[src/rtl/pmu_pkg.sv]
// pmu_pkg: shared PMU power-state encodings and request-controller FSM states
package pmu_pkg;
    typedef enum logic [1:0] {
        PS_ACTIVE = 2'b00,
        PS_SLEEP  = 2'b01,
        PS_DEEP   = 2'b10,
        PS_WAKING = 2'b11
    } power_state_e;
    typedef enum logic [2:0] {
        ST_ACT, ST_REQ_SLP, ST_SLP, ST_REQ_DEEP, ST_DEEP, ST_REQ_WAKE
    } prc_state_e;
    function automatic prc_state_e ps_to_state(power_state_e ps);
        return ps == PS_ACTIVE ? ST_ACT : ps == PS_SLEEP ? ST_SLP : ps == PS_DEEP ? ST_DEEP : ST_REQ_WAKE;
    endfunction
    function automatic power_state_e state_to_ps(prc_state_e st);
        return st == ST_SLP ? PS_SLEEP : st == ST_DEEP ? PS_DEEP : PS_ACTIVE;
    endfunction
endpackage

[src/rtl/power_request_controller_activity_detect.sv]
// activity_detect: registered pad-toggle / external-wake activity flag
module activity_detect #(
    parameter int WIDTH = 4
) (
    input  logic             clk,
    input  logic             rst_n,
    input  logic [WIDTH-1:0] a,
    input  logic             ext_wake,
    output logic             activity
);
    logic [WIDTH-1:0] a_q;
    logic             act_d, act_q;
    always_comb act_d = |(a ^ a_q) | ext_wake;
    always_ff @(posedge clk or negedge rst_n) begin
        if (!rst_n) begin
            a_q   <= '0;
            act_q <= 1'b0;
        end else begin
            a_q   <= a;
            act_q <= act_d;
        end
    end
    assign activity = act_q;
endmodule

[src/rtl/power_request_controller.sv]
// power_request_controller: idle/activity monitor driving PMU sleep, deep-sleep and wake requests
module power_request_controller
    import pmu_pkg::*;
#(
    parameter int WIDTH             = 4,
    parameter int CNT_W             = 16,
    parameter int IDLE_SLEEP_CYCLES = 64,
    parameter int IDLE_DEEP_CYCLES  = 256,
    parameter int ACK_TIMEOUT       = 32
) (
    input  logic             clk,
    input  logic             rst_n,
    input  logic             enable,
    input  logic [WIDTH-1:0] A,
    input  logic             ext_wake,
    input  logic             force_sleep,
    input  logic [1:0]       power_state,
    input  logic             err_clr,
    output logic             sleep_req,
    output logic             deep_sleep_req,
    output logic             wakeup_req,
    output logic             req_err,
    output logic [CNT_W-1:0] idle_cnt
);
    localparam logic [CNT_W-1:0] SLP_LAST  = CNT_W'(IDLE_SLEEP_CYCLES - 1);
    localparam logic [CNT_W-1:0] DEEP_LAST = CNT_W'(IDLE_DEEP_CYCLES - 1);
    localparam logic [CNT_W-1:0] ACK_LAST  = CNT_W'(ACK_TIMEOUT - 1);

    prc_state_e       state_d, state_q;
    power_state_e     ps;
    logic [CNT_W-1:0] idle_cnt_d, idle_cnt_q, ack_cnt_d, ack_cnt_q, idle_inc, ack_inc;
    logic             wake_pend_d, wake_pend_q, req_err_d, req_err_q, err_set, activity;
    logic             sleep_req_d, sleep_req_q, deep_sleep_req_d, deep_sleep_req_q;
    logic             wakeup_req_d, wakeup_req_q;

    activity_detect #(.WIDTH(WIDTH)) u_act (
        .clk      (clk),
        .rst_n    (rst_n),
        .a        (A),
        .ext_wake (ext_wake),
        .activity (activity)
    );

    assign ps = power_state_e'(power_state);

    always_comb begin
        state_d     = state_q;
        idle_cnt_d  = '0;
        ack_cnt_d   = '0;
        wake_pend_d = 1'b0;
        err_set     = 1'b0;
        idle_inc    = (idle_cnt_q == '1) ? idle_cnt_q : idle_cnt_q + CNT_W'(1);
        ack_inc     = (ack_cnt_q == '1) ? ack_cnt_q : ack_cnt_q + CNT_W'(1);
        case (state_q)
            ST_ACT, ST_SLP, ST_DEEP: begin
                if (!enable) state_d = state_q;
                else if (ps != state_to_ps(state_q)) state_d = ps_to_state(ps);
                else if (state_q == ST_ACT) begin
                    if (force_sleep || (!activity && idle_cnt_q == SLP_LAST)) state_d = ST_REQ_SLP;
                    else if (!activity) idle_cnt_d = idle_inc;
                end
                else if (activity) state_d = ST_REQ_WAKE;
                else if (state_q == ST_SLP) begin
                    if (idle_cnt_q == DEEP_LAST) state_d = ST_REQ_DEEP;
                    else idle_cnt_d = idle_inc;
                end
            end
            ST_REQ_SLP, ST_REQ_DEEP: begin
                if (ps == (state_q == ST_REQ_SLP ? PS_SLEEP : PS_DEEP))
                    state_d = (wake_pend_q || activity) ? ST_REQ_WAKE : (state_q == ST_REQ_SLP ? ST_SLP : ST_DEEP);
                else if (ack_cnt_q == ACK_LAST) begin
                    err_set = 1'b1;
                    state_d = (state_q == ST_REQ_SLP) ? ST_ACT : ST_SLP;
                end else begin
                    ack_cnt_d   = ack_inc;
                    wake_pend_d = wake_pend_q | activity;
                end
            end
            ST_REQ_WAKE: begin
                // WAKING is progress: hold the timeout count while the PMU ramps up
                if (ps == PS_ACTIVE) state_d = ST_ACT;
                else if (ps == PS_WAKING) ack_cnt_d = ack_cnt_q;
                else if (ack_cnt_q == ACK_LAST) err_set = 1'b1;
                else ack_cnt_d = ack_inc;
            end
            default: state_d = ST_ACT;
        endcase
        req_err_d        = err_set | (req_err_q & ~err_clr);
        sleep_req_d      = state_d == ST_REQ_SLP;
        deep_sleep_req_d = state_d == ST_REQ_DEEP;
        wakeup_req_d     = state_d == ST_REQ_WAKE;
    end

    always_ff @(posedge clk or negedge rst_n) begin
        if (!rst_n) begin
            state_q          <= ST_ACT;
            idle_cnt_q       <= '0;
            ack_cnt_q        <= '0;
            wake_pend_q      <= 1'b0;
            req_err_q        <= 1'b0;
            sleep_req_q      <= 1'b0;
            deep_sleep_req_q <= 1'b0;
            wakeup_req_q     <= 1'b0;
        end else begin
            state_q          <= state_d;
            idle_cnt_q       <= idle_cnt_d;
            ack_cnt_q        <= ack_cnt_d;
            wake_pend_q      <= wake_pend_d;
            req_err_q        <= req_err_d;
            sleep_req_q      <= sleep_req_d;
            deep_sleep_req_q <= deep_sleep_req_d;
            wakeup_req_q     <= wakeup_req_d;
        end
    end

    assign sleep_req      = sleep_req_q;
    assign deep_sleep_req = deep_sleep_req_q;
    assign wakeup_req     = wakeup_req_q;
    assign req_err        = req_err_q;
    assign idle_cnt       = idle_cnt_q;
endmodule

[config.mk]
export PLATFORM = sky130hd
export DESIGN_NAME = power_request_controller
export DESIGN_NICKNAME = d
export VERILOG_FILES = /design/src/rtl/pmu_pkg.sv /design/src/rtl/power_request_controller_activity_detect.sv /design/src/rtl/power_request_controller.sv
export SDC_FILE = /design/constraint.sdc
export NUM_CORES = 1
export LEC_CHECK = 0
export BUFFER_PORTS_ARGS = -buffer_cell sky130_fd_sc_hd__buf_2
export CAP_MARGIN = 20
export CORE_AREA = 5 5 76 78
export DETAILED_ROUTE_END_ITERATION = 8
export DIE_AREA = 0 0 81 83
export PLACE_DENSITY = 0.74
export REMOVE_ABC_BUFFERS = 1
export SLEW_MARGIN = 20
export SYNTH_ARGS = -nofsm -noshare
export SYNTH_HDL_FRONTEND = slang
export SYNTH_HIERARCHICAL = 1
export SYNTH_SLANG_ARGS = --single-unit
[constraint.sdc]
create_clock -name clk -period 4.9 [get_ports clk]
set_input_delay 0.245 -clock clk [delete_from_list [all_inputs] [get_ports clk]]
set_output_delay 0.245 -clock clk [all_outputs]
set_load 0.05 [all_outputs]
==> results of run 1 <==
==> stage by stage <==
step	hold slack [ns]	instance area, um^2
2_1_floorplan	-0.0506	2620
3_3_place_gp	0.380	2870
3_5_place_dp	0.384	2870
4_1_cts	0.0649	2990
5_1_grt	0.0656	3000
6_report	0.0790	3000
==> synthesized netlist by cell type, types with 2 or more instances <==
cell,count,share of area
or4_4,2,0.0085
a221oi_1,2,0.0066
or2_2,2,0.0047
a21oi_1,9,0.017
nor4_1,5,0.012
nand2b_1,7,0.016
buf_2,3,0.0056
a21o_1,3,0.0085
o22ai_1,2,0.0047
and2_1,3,0.0070
nor2b_1,4,0.0094
xor2_1,16,0.053
a311oi_1,2,0.0066
clkbuf_1,4,0.0056
xnor2_1,4,0.013
a31oi_1,3,0.0070
inv_1,15,0.021
dfrtp_1,45,0.42
nand3_1,12,0.023
and3_1,5,0.012
nand4_1,11,0.026
mux2i_1,4,0.015
nor3b_1,4,0.011
ha_1,2,0.0094
a211oi_1,3,0.0085
nor4b_1,2,0.0066
or4_1,2,0.0056
nand2_1,22,0.031
o311a_1,2,0.0075
nor2_1,42,0.059
or3_1,5,0.012
and4_1,4,0.013
o32ai_1,2,0.0066
o21ai_0,8,0.015
nor3_1,5,0.0094
==> state kept, by name, summed over array words and instances, names as in the netlist <==
| name | cells |
|---|---|
| ack_cnt_q | 16 |
| deep_sleep_req | 1 |
| idle_cnt | 16 |
| req_err | 1 |
| sleep_req | 1 |
| state_q | 3 |
| u_act/a_q | 4 |
| u_act/activity | 1 |
| wake_pend_q | 1 |
| wakeup_req | 1 |
==> report_power, final <==
| group | internal, uW | leakage (uW) | switching, uW |
|---|---|---|---|
| clock network | 166 | 0.0000574 | 129 |
| registers | 391 | 0.000609 | 41.6 |
| logic | 80.8 | 0.000636 | 128 |
==> layer usage <==
layer / global-route usage / up-vias
met3: 0.0422 / 11
met5: 0 / -
li1: - / 1127
met1: 0.258 / 1124
met4: 0.0707 / 0
met2: 0.295 / 81
==> worst paths after layout <==
check | endpoint | start | cells past startpoint
setup / recovery | idle_cnt[2] | idle_cnt[12] | 5
hold / removal | u_act/a_q[2] | A[2] | 1
setup reg to reg | idle_cnt[2] | idle_cnt[12] | 5
hold reg to reg | req_err | req_err | 1
max in group asynchronous | idle_cnt[3] | rst_n | 2
min in group asynchronous | state_q[2] | rst_n | 2
==> area by class of cell <==
cell class,count,area (um^2),area share
sequential,45,1130,0.375
timing repair buffer,32,168,0.0559
inverter,16,60.1,0.0200
clock buffer,6,82.6,0.0275
clock inverter,2,37.5,0.0125
tap,70,87.6,0.0292
multi-input combinational,223,1440,0.479
==> cell families (layout without fill, tap and decap cells) <==
group | count (synthesis) | after routing
buffers and inverters | 25 | 56
multiplexers | 4 | 4
XOR/XNOR | 20 | 20
adder cells (fa/ha/maj) | 2 | 2
AO/OA/AOI/OAI | 55 | 55
flip-flops | 45 | 45
AND/OR/NAND/NOR | 142 | 142
==> critical path, stage by stage, from the launching register on <==
cell and delay, ns:
dfrtp_1 0.47, nor4_1 0.37, nand2_1 0.19, o311a_1 0.42, o2111ai_2 0.67, nor3_1 0.13
==> impl_metrics.yaml, run 1 <==
yosys:
  synth_compound_area_frac: 0.159
  netlist_instances: 293
  ys.flop_type: "dfrtp_1"
  yosys_warnings: 6
  syn_avg_cell_area_um2: 9.10
  synth_fa_ha_area_frac: 0.00939
  synthXorXnorAreaFrac: 0.0657
  ys_seq_area_frac: 0.423
  synthDistinctLibCells: 62
  synthArstFlopShare: 1.00
  synth_top_family_by_area: "simple AND/OR/NAND/NOR gates"
  synthSimpleGateAreaFrac: 0.290
  synthesis.area_mm2: 0.00267
  ys_ff_latch: 45
  muxShareOfSynthArea: 0.0150
  synth_edf_count: 0
setup_path:
  critPathRequiredTime_ns: 5.05
  crit_type: "reg2reg"
  r2r_setup_slack_ns: 2.50
  cp.arrival_ns: 2.55
  crit_path_end_kind: "flip-flop"
  cp-start-kind: "flip-flop"
  crit_fanout: 16
cts:
  cts-resized-gates: 0
  numCtsBuffers: 5
  post-cts-setup-buffer-count: 0
  cts.sinks: 45
  htree_levels: 2
  clock_latency_ns: 0.30
  path_clk_slew_ns: 0.09
  cts_tree: "yes"
  clk_path_buf_depth: 2
  clockRootBuffer: "clkbuf_8"
  ctsHoldBuffers: 0
global_route:
  antenna_found_initial: 0
  track_usage: 0.190
  grt_max_degree: 46
  grt_pass1_wl_um: 10300
  overflow: 0
  grt_pass1_vias: 2234
power:
  vdd_ir_drop_max_v: 0.000188
  p_leak_uw: 0.00130
  p_per_area_mw_per_mm2: 312
  power_uw: 935
floorplan:
  num_rows: 26
  core-area_mm2: 0.00501
  dieWidth_um: 81
  die_h_um: 83
  ios: 32
  start_util: 0.532
  die-area_mm2: 0.00672
timing:
  setup_viol: 0
  skew_ns: 0.00963
  slew_violations: 0
  fin_setup_tns_ns: 0
  final_hold_viol_count: 0
  fmax_mhz: 417
  rsz0062_at_grt: "false"
  finalCritPeriodShare: 0.489
  setup_slack_ns: 2.50
  min_period_ns: 2.40
  worstMarginPinSlew_ns: 0.781
  slew_headroom: 0.480
detailed_routing:
  vias: 2343
  drcViolationCount: 0
  met1_length_um: 2600
  routed-wl-met3_um: 388
  drt_first_pass_iters: 5
  drtAntennaViolNets: 0
  vias_per_cell: 5.95
  drtIter0Drc: 135
  met2WireLength_um: 2890
  wl_um: 5980
  dr.max_layer_used: "met4"
  wl_per_cell_um: 15.2
place:
  place.detailed.instances: 385
  pre_cts_ws_ns: 2.54
  io_buffers: 31
  hpwl_um: 4200
  gp_congestion: 0.846
layout:
  num_antenna_cells: 0
  finish.utilization: 0.599
  drive_gt1_frac: 0.164
  final_common_cell: "dfrtp_1"
  syn2layout_area_growth_pct: 12.5
  fillers: 460
  layout.nets: 337
  fin_cells: 394
  layout_common_cells: "45 x dfrtp_1, 42 x nor2_1, 30 x buf_2, 22 x nand2_1, 16 x xor2_1"
outcome:
  status: "finished, final reports clean"
run:
  drv_cap: 0
hold_path:
  worstHoldPathType: "in2reg"
Power figures use the tool's default switching activity.
==> run 2: changes to the inputs <==
Clock period 4.9 ns to 2.27 ns, I/O delays scaled along.
==> run 2 against run 1 <==
  * Final cell count is 2.5% higher
  * Design area is 2.3% higher
  * Critical path depth is 3 higher
  * Clock power is 63% higher
  * Sequential power is 110% higher
  * Routed wire length is 1.1% lower
  * Core utilization is 1.4 points higher
  * Die area stayed put
  * Clock skew is 0.0062 ns lower
  * Hold slack worse by 0.040 ns
  * Clock-buffer cell count is 1 higher
  * Critical endpoint is now sleep_req
==> impl_metrics.yaml, run 2 (synthesis gave the netlist of run 1 again) <==
floorplan:
  core-area_mm2: 0.00501
  start_util: 0.532
  die-area_mm2: 0.00672
  dieWidth_um: 81
  die_h_um: 83
  ios: 32
  num_rows: 26
layout:
  syn2layout_area_growth_pct: 15.1
  fin_cells: 404
  stdcell_area_mm2: 0.00307
  multi_input_area_mm2: 0.00144
  layout.nets: 348
  num_antenna_cells: 0
  seq_area_mm2: 0.00113
  fillers: 459
  layout_common_cells: "45 x dfrtp_1, 42 x nor2_1, 31 x buf_2, 22 x nand2_1, 16 x xor2_1"
  final_common_cell: "dfrtp_1"
  drive_gt1_frac: 0.174
setup_path:
  r2r_start: "ack_cnt_q[0]"
  worstReg2RegEnd: "sleep_req"
  cp-start-kind: "flip-flop"
  reg2reg_depth: 8
  cp.arrival_ns: 2.27
  crit_path_end_kind: "flip-flop"
  cp-startpoint: "ack_cnt_q[0]"
  crit_type: "reg2reg"
  critPathRequiredTime_ns: 2.45
  crit_path_end: "sleep_req"
  crit_fanout: 5
  r2r_setup_slack_ns: 0.18
cts:
  cts-resized-gates: 0
  clk_path_buf_depth: 2
  post-cts-setup-buffer-count: 0
  numCtsBuffers: 5
  cts.sinks: 45
  path_clk_slew_ns: 0.08
  cts_tree: "yes"
  htree_levels: 2
  clockRootBuffer: "clkbuf_8"
  clock_latency_ns: 0.28
timing:
  finalCritPeriodShare: 0.920
  rsz0062_at_grt: "false"
  worstMarginPinSlew_ns: 0.596
  slew_headroom: 0.599
  skew_ns: 0.00347
  min_period_ns: 2.09
  fmax_mhz: 479
  slew_violations: 0
  setup_viol: 0
  final_hold_viol_count: 0
detailed_routing:
  vias: 2337
  drt_first_pass_iters: 4
  wl_per_cell_um: 14.6
  wl_um: 5910
  drtIter0Drc: 139
  drcViolationCount: 0
  drtAntennaViolNets: 0
  vias_per_cell: 5.78
outcome:
  status: "finished, final reports clean"
global_route:
  track_usage: 0.188
  grt_pass1_vias: 2288
  grt_pass1_wl_um: 10400
  antenna_found_initial: 0
  overflow: 0
  grt_max_degree: 36
place:
  hpwl_um: 4360
  placed_area_mm2: 0.00293
  io_buffers: 31
  place.detailed.instances: 392
  gp_congestion: 0.900
power:
  vdd_ir_drop_max_v: 0.000453
  p_per_area_mw_per_mm2: 617
  p_leak_uw: 0.00134
run:
  drv_cap: 0
hold_path:
  worstHoldPathType: "in2reg"
[run 2: power breakdown]
part           internal (uW)  total (uW)  switching (uW)  leakage (uW)
registers                844         914            70.5      0.000609
clock network            242         481             239     0.0000443
logic                    196         498             302      0.000691
[run 2: worst min path at each step]
stage,from,end,depth (start not counted)
6_report,ext_wake,u_act/activity,3
3_5_place_dp,rst_n,req_err,1
5_1_grt,ext_wake,u_act/activity,3
2_1_floorplan,rst_n,ack_cnt_q[0],0
4_1_cts,ext_wake,u_act/activity,3
3_3_place_gp,rst_n,req_err,1
[run 2: final cells by class]
class / instances / area share
sequential: 45 / 0.367
inverter: 16 / 0.0196
timing repair buffer: 43 / 0.0881
clock buffer: 7 / 0.0281
tap: 70 / 0.0285
multi-input combinational: 223 / 0.469
[run 2: stage by stage]
step                 util  hold WS (ns)  setup slack, ns  power [uW]  setup TNS [ns]
detailed placement  0.585       0.00516            0.203        1420               0
finish              0.612        0.0389            0.181        1890               0
global route        0.612        0.0660           0.0402        2020               0
global placement    0.585       0.00387            0.256        1410               0
floorplan               -        -0.182          -0.0665        1260          -0.633
CTS                 0.612        0.0370            0.181        1910               0
[run 2: timing repair]
item	CTS	global route
endpoints found under the hold margin	14	0
setup endpoints to repair	0	0
hold buffers	5	0
[run 2: metal layers]
layer	vias to the layer above	track usage	part of all wire
met5	-	0	0
met4	0	0.0461	0.0051
met3	2	0.0368	0.037
met2	51	0.308	0.49
met1	1134	0.255	0.46
li1	1150	-	-
[run 2: critical path, cell delays in order, from the launching register on]
cell      delay [ns]
dfrtp_1         0.39
ha_1            0.21
nand4_1         0.21
buf_4           0.21
o41a_1          0.43
a211oi_2        0.15
o32a_2          0.19
inv_2           0.04
and3_1          0.15
==> run 3: changes to the inputs <==
Settings changed: CTS_BUF_LIST set to sky130_fd_sc_hd__clkbuf_8.
==> run 3 against run 2 <==
  * Final cell count unchanged
  * Critical endpoint unchanged
  * Hold slack about the same
  * Register-to-register slack about the same
  * Combinational power about the same
  * Sequential cell count unchanged
  * Sequential share of layout area unchanged
  * Critical path type unchanged
  * Critical path depth unchanged
  * Fmax about the same
==> impl_metrics.yaml, run 3 (synthesis gave the netlist of run 1 again) <==
layout:
  num_antenna_cells: 0
  layout_common_cells: "45 x dfrtp_1, 42 x nor2_1, 31 x buf_2, 22 x nand2_1"
  syn2layout_area_growth_pct: 15.1
  finish.utilization: 0.612
  final_common_cell: "dfrtp_1"
  fillers: 459
  layout.nets: 348
  drive_gt1_frac: 0.174
  stdcell_area_mm2: 0.00307
cts:
  post-cts-setup-buffer-count: 0
  numCtsBuffers: 5
  path_clk_slew_ns: 0.08
  clk_path_buf_depth: 2
  cts.sinks: 45
  clock_latency_ns: 0.28
  clockRootBuffer: "clkbuf_8"
  cts-resized-gates: 0
  cts_tree: "yes"
  htree_levels: 2
detailed_routing:
  drtIter0Drc: 139
  drt_first_pass_iters: 4
  drcViolationCount: 0
  drtAntennaViolNets: 0
  vias: 2332
  wl_um: 5940
  vias_per_cell: 5.77
  wl_per_cell_um: 14.7
place:
  gp_congestion: 0.900
  hpwl_um: 4360
  io_buffers: 31
  pre_cts_ws_ns: 0.203
  placed_area_mm2: 0.00293
setup_path:
  crit_chain: "ha_1, nand4_1, buf_4, o41a_1, a211oi_2, o32a_2, inv_2, and3_1"
  critPathRequiredTime_ns: 2.45
  crit_path_end_kind: "flip-flop"
  critPathMaxStageDelay_ns: 0.43
  crit_slowest_cell: "o41a_1"
  cp.arrival_ns: 2.27
  r2r_start: "ack_cnt_q[0]"
  critPathBufInv: 2
  crit_type: "reg2reg"
  cp-startpoint: "ack_cnt_q[0]"
  cp_top_family: "compound AO/OA/AOI/OAI gates"
  r2r_setup_slack_ns: 0.18
  crit_fanout: 5
  cp-start-kind: "flip-flop"
power:
  vdd_ir_drop_max_v: 0.000453
  p_leak_uw: 0.00135
  p_per_area_mw_per_mm2: 616
run:
  drv_cap: 0
outcome:
  status: "finished, final reports clean"
timing:
  slew_violations: 0
  skew_ns: 0.00363
  final_hold_viol_count: 0
  slew_headroom: 0.605
  fin_setup_tns_ns: 0
  whs_ns: 0.0390
  setup_slack_ns: 0.183
  worstMarginPinSlew_ns: 0.587
  setup_viol: 0
  finalCritPeriodShare: 0.920
  fmax_mhz: 479
  min_period_ns: 2.09
  rsz0062_at_grt: "false"
global_route:
  antenna_found_initial: 0
  track_usage: 0.188
  grt_pass1_vias: 2288
  grt_pass1_wl_um: 10400
  overflow: 0
  grt_max_degree: 36
floorplan:
  start_util: 0.532
  core-area_mm2: 0.00501
  die_h_um: 83
  dieWidth_um: 81
  num_rows: 26
  ios: 32
  die-area_mm2: 0.00672
hold_path:
  worstHoldPathType: "in2reg"
  hp-start: "ext_wake"
## run 3: changes by cell type in the layout (fill, tap and decap cells not counted), sizes merged
| cell | before | now |
|---|---|---|
| clkbuf | 7 | 6 |
| inv | 16 | 17 |
## run 3: per-stage QoR
| stage | cells | total power (uW) |
|---|---|---|
| 3_5_place_dp | 392 | 1420 |
| 6_report | 404 | 1890 |
| 2_1_floorplan | 284 | 1260 |
| 5_1_grt | 404 | 2020 |
| 3_3_place_gp | 392 | 1410 |
| 4_1_cts | 404 | 1910 |
## run 3: repair_timing
action | 4_1_cts | 5_1_grt
hold endpoints to repair | 14 | 0
hold buffers | 5 | 0
setup endpoints to repair | 0 | 0
## run 3: routing by layer
metal | wire (um) | global-route usage | part of all wire
met3 | 186 | 0.0368 | 0.031
met4 | 30 | 0.0461 | 0.0050
met1 | 2790 | 0.255 | 0.47
met5 | 0 | 0 | 0
met2 | 2940 | 0.308 | 0.49
## run 3: area by class of cell
type / instances / area, um^2 / area share
timing repair buffer: 43 / 270 / 0.0881
inverter: 16 / 60.1 / 0.0196
clock buffer: 6 / 82.6 / 0.0269
multi-input combinational: 223 / 1440 / 0.469
sequential: 45 / 1130 / 0.367
clock inverter: 1 / 3.75 / 0.00122
tap: 70 / 87.6 / 0.0285
## run 3: power by group
part / total [uW] / leakage, uW / switching [uW] / internal (uW)
logic: 498 / 0.000691 / 302 / 196
registers: 914 / 0.000609 / 70.5 / 844
clock network: 478 / 0.0000485 / 241 / 237
total: 1890 / 0.00135 / 614 / 1280
## run 3: worst min-delay path: cells and delay by family
family,cells,cell delay [ns]
AO/OA/AOI/OAI,1,0.03
buffers and inverters,1,0.08
AND/OR/NAND/NOR,1,0.06
## run 3: final timing paths
| check | endpoint | depth (start not counted) |
|---|---|---|
| worst max-delay path | sleep_req | 8 |
| worst min-delay path | u_act/activity | 3 |
| worst max register to register | sleep_req | 8 |
| worst min register to register | req_err | 1 |
| max in group asynchronous | idle_cnt[13] | 3 |
| min in group asynchronous | req_err | 2 |
